[config.mk]
export PLATFORM = sky130hd
export DESIGN_NAME = fp_mul_sched
export DESIGN_NICKNAME = d
export VERILOG_FILES = /design/src/rtl/fp_mul_sched.sv
export SDC_FILE = /design/constraint.sdc
export NUM_CORES = 1
export LEC_CHECK = 0
export ABC_AREA = 1
export CAP_MARGIN = 5
export CORE_AREA = 2 2 117 119
export CTS_CLUSTER_SIZE = 20
export DETAILED_ROUTE_END_ITERATION = 6
export DIE_AREA = 0 0 119 121
export SYNTH_ARGS = -nofsm -noshare
export SYNTH_HDL_FRONTEND = slang
export SYNTH_SLANG_ARGS = --single-unit
[constraint.sdc]
create_clock -name clk -period 2.87 [get_ports clk]
set_input_delay 0.861 -clock clk [delete_from_list [all_inputs] [get_ports clk]]
set_output_delay 0.861 -clock clk [all_outputs]
set_load 0.01 [all_outputs]
[src/rtl/fp_mul_sched.sv]
// Two-requester scheduler for a shared LAT-stage pipelined FP multiplier, with result routing.
// Optional performance counters are enabled by defining FP_MUL_SCHED_PERF_EN.
module fp_mul_sched #(
   parameter int unsigned W   = 32,
   parameter int unsigned LAT = 3
) (
   input  logic         clk,
   input  logic         rst_n,
   input  logic         req0_valid,
   input  logic         req1_valid,
   output logic         req0_ready,
   output logic         req1_ready,
   input  logic [W-1:0] req0_a,
   input  logic [W-1:0] req0_b,
   input  logic [W-1:0] req1_a,
   input  logic [W-1:0] req1_b,
   output logic         rsp0_valid,
   output logic         rsp1_valid,
   input  logic         rsp0_ready,
   input  logic         rsp1_ready,
   output logic [W-1:0] rsp_data,
   output logic [W-1:0] mul_a,
   output logic [W-1:0] mul_b,
   output logic         mul_stall,
   input  logic [W-1:0] mul_out,
   output logic [15:0]  perf_ops,
   output logic [15:0]  perf_stalls
);

   // Tracker mirrors the multiplier stages: one {valid, tag} per stage, tag 1 = req1.
   logic [LAT-1:0] vld_q;
   logic [LAT-1:0] tag_q;
   logic           rr_q;    // 1: req1 has priority on the next contended cycle
   logic           tail_ready;
   logic           gnt0;
   logic           gnt1;

   assign tail_ready = tag_q[LAT-1] ? rsp1_ready : rsp0_ready;
   assign mul_stall  = vld_q[LAT-1] & ~tail_ready;

   // Grants are masked by rst_n so nothing is accepted while reset is held.
   always_comb begin
      gnt0 = 1'b0;
      gnt1 = 1'b0;
      if (rst_n && !mul_stall) begin
         gnt0 = req0_valid & (~req1_valid | ~rr_q);
         gnt1 = req1_valid & (~req0_valid | rr_q);
      end
   end

   assign req0_ready = gnt0;
   assign req1_ready = gnt1;

   always_comb begin
      mul_a = '0;
      mul_b = '0;
      if (gnt1) begin
         mul_a = req1_a;
         mul_b = req1_b;
      end else if (gnt0) begin
         mul_a = req0_a;
         mul_b = req0_b;
      end
   end

   assign rsp0_valid = vld_q[LAT-1] & ~tag_q[LAT-1];
   assign rsp1_valid = vld_q[LAT-1] & tag_q[LAT-1];
   assign rsp_data   = mul_out;

   always_ff @(posedge clk or negedge rst_n) begin
      if (!rst_n) begin
         vld_q <= '0;
         tag_q <= '0;
         rr_q  <= 1'b0;
      end else if (!mul_stall) begin
         vld_q <= {vld_q[LAT-2:0], gnt0 | gnt1};
         tag_q <= {tag_q[LAT-2:0], gnt1};
         if (gnt0 || gnt1) begin
            rr_q <= gnt0;
         end
      end
   end

`ifdef FP_MUL_SCHED_PERF_EN
   logic [15:0] ops_q;
   logic [15:0] stalls_q;

   always_ff @(posedge clk or negedge rst_n) begin
      if (!rst_n) begin
         ops_q    <= '0;
         stalls_q <= '0;
      end else begin
         if ((gnt0 || gnt1) && ops_q != 16'hFFFF) begin
            ops_q <= ops_q + 16'd1;
         end
         if (mul_stall && stalls_q != 16'hFFFF) begin
            stalls_q <= stalls_q + 16'd1;
         end
      end
   end

   assign perf_ops    = ops_q;
   assign perf_stalls = stalls_q;
`else
   assign perf_ops    = '0;
   assign perf_stalls = '0;
`endif

endmodule

==> impl_metrics.env <==
export IMPL_fin_skew_ns=0.00197
export IMPL_vias_per_cell=4.74
export IMPL_cp_startpoint="rsp1_ready"
export IMPL_ant_nets=0
export IMPL_tns_ns=0
export IMPL_min_from="vld_q[1]"
export IMPL_nFillCells=1381
export IMPL_clk_latency_ns=0.24
export IMPL_grt_max_degree=62
export IMPL_synth_top_area_share=0.366
export IMPL_setup_viol=0
export IMPL_core_area_sq_um=13100
export IMPL_synth_area_sq_um=2190
export IMPL_drt_iter0_markers=135
export IMPL_hold_slack_ns=0.447
export IMPL_multi_input_area_sq_um=1300
export IMPL_hp_class="reg -> reg"
export IMPL_synth_seq_cells=7
export IMPL_status="finished, final reports clean"
export IMPL_crit_end="mul_b[2]"
export IMPL_total_power_w=0.00277
export IMPL_final_common_cell="clkdlybuf4s50_1"
export IMPL_syn_instance_count=341
export IMPL_final_util=0.354
export IMPL_cts_sinks=7
export IMPL_r2r_end="vld_q[0]"
export IMPL_grt_usage=0.157
export IMPL_area_growth_pct=112
export IMPL_grt_pass1_vias=3139
export IMPL_post_route_min_period_ns=2.81
export IMPL_yosysSeqAreaShare=0.0801
export IMPL_hold_depth=2
export IMPL_reg2reg_depth=10
export IMPL_reg2reg_slack_ns=1.29
export IMPL_p_leak_nw=2.28
export IMPL_dieHeight_um=121
export IMPL_wl_per_cell_um=17.3
export IMPL_grt_overflow_total=0
export IMPL_timing_rr_start="tag_q[2]"
export IMPL_arrival_ns=1.95
export IMPL_port_buffers=202
export IMPL_yosys_top_cells_area="nand4_1, buf_4, nand2_1, buf_6, dfrtp_1"
export IMPL_ir_drop_uv=283
export IMPL_yosysWarningCount=0
export IMPL_rows=42
export IMPL_numCtsBuffers=3
export IMPL_nets=695
export IMPL_drt_wl_total_um=12200
export IMPL_clock_path_buffers=2
export IMPL_tritoncts="yes"
export IMPL_pwr_density_cell_nw_per_um2=598
export IMPL_rsz0062_at_grt="no"
export IMPL_endpoint_kind="primary output"
export IMPL_layout_common_cells="clkdlybuf4s50_1, nand4_1, nand2_1"
export IMPL_fin_crit_sh=0.980
export IMPL_antenna_found_initial=0
export IMPL_syn_area_per_cell_sq_um=6.41
export IMPL_diodes=0
export IMPL_vias=3340
export IMPL_ioPinCount=299
export IMPL_startpoint_type="input pin"
export IMPL_gp_congestion=0.784
export IMPL_seq_area_sq_um=175
export IMPL_fin_area_sq_um=4640
export IMPL_root_buffer="clkbuf_16"
export IMPL_worst_setup_path_type="in -> out"
export IMPL_drive_gt1_frac=0.269
export IMPL_finalHoldViolCount=0
export IMPL_drc=0
export IMPL_max_freq_ghz=0.356
export IMPL_grt_pass1_wl_um=17600
export IMPL_yosysTopAreaCell="nand4_1"
export IMPL_crit_required_ns=2.01
export IMPL_cts_htree_levels=1
export IMPL_drt_pass1_iter_count=4
export IMPL_dieArea_sq_um=14400
export IMPL_max_cap_viol_count=0
export IMPL_cts_clk_slew_worst_paths_ns=0.04
export IMPL_ctsHoldBuffers=0
export IMPL_cp_max_fo=14
export IMPL_drv_slew=0
export IMPL_initial_core_util=0.167
export IMPL_yosysUniqueCellTypes=17
export IMPL_placed_cell_area_sq_um=3960
export IMPL_die_x_um=119
export IMPL_dp_hpwl_um=7120
==> cells in the mapped netlist (all sizes together) <==
library cell,number
dfrtp,7
clkbuf,3
nor2,1
inv,11
buf,105
nand4,128
nand3,5
nand2,75
a21oi,2
o22ai,1
conb,1
o21ai,2
==> area by class of cell <==
cell class	count	share of cell area
sequential	7	0.0378
multi-input combinational	246	0.281
timing repair buffer	260	0.608
tap	176	0.0475
inverter	11	0.00890
clock buffer	4	0.0170
==> worst min-delay path by stage <==
stage               endpoint
finish              vld_q[2]
global placement    vld_q[2]
floorplan           vld_q[2]
CTS                 vld_q[2]
global route        vld_q[2]
detailed placement  vld_q[2]
==> stage by stage <==
stage | cells | worst slack, ns
5_1_grt | 704 | 0.00338
6_report | 704 | 0.0571
2_1_floorplan | 372 | 0.494
3_3_place_gp | 659 | -0.744
3_5_place_dp | 659 | -0.747
4_1_cts | 706 | -0.0107
==> registers in the layout, indices dropped and copies added (netlist names) <==
signal	count
tag_q	3
rr_q	1
vld_q	3
==> kinds of logic after synthesis <==
group                  Yosys count  share of synthesized area
buffers and inverters          119                      0.392
and+or+nand+nor                209                      0.511
other                            1                    0.00172
DFF                              7                     0.0801
AOI/OAI and AO/OA                5                     0.0155
==> where the power goes <==
| group | total, W | internal (W) | switching, W | leakage [nW] |
|---|---|---|---|---|
| logic | 0.00234 | 0.00130 | 0.00105 | 2.16 |
| registers | 0.000181 | 0.000142 | 0.0000387 | 0.0886 |
| clock network | 0.000246 | 0.000186 | 0.0000601 | 0.0382 |
| total | 0.00277 | 0.00162 | 0.00115 | 2.28 |
==> worst max-delay path, stage by stage <==
cell     delay (ns)
buf_2          0.11
nand2_2        0.09
nand3_4        0.11
buf_6          0.17
buf_12         0.13
buf_12         0.14
nand4_1        0.13
nand2_1        0.07
buf_2          0.14
==> metal layers <==
metal	share of wire	routed length, um	up-vias	global-route usage
li1	-	-	1534	-
met1	0.39	4780	1540	0.187
met2	0.49	5920	227	0.275
met3	0.088	1070	39	0.0320
met4	0.035	427	0	0.0662
met5	0	0	-	0
==> timing repair <==
action	4_1_cts	5_1_grt
resized for setup	330	3
buffers inserted	26	0
pin swaps	22	3
gates cloned	20	0
endpoints found under the setup margin	67	36
(Power assumes the default switching activity.)
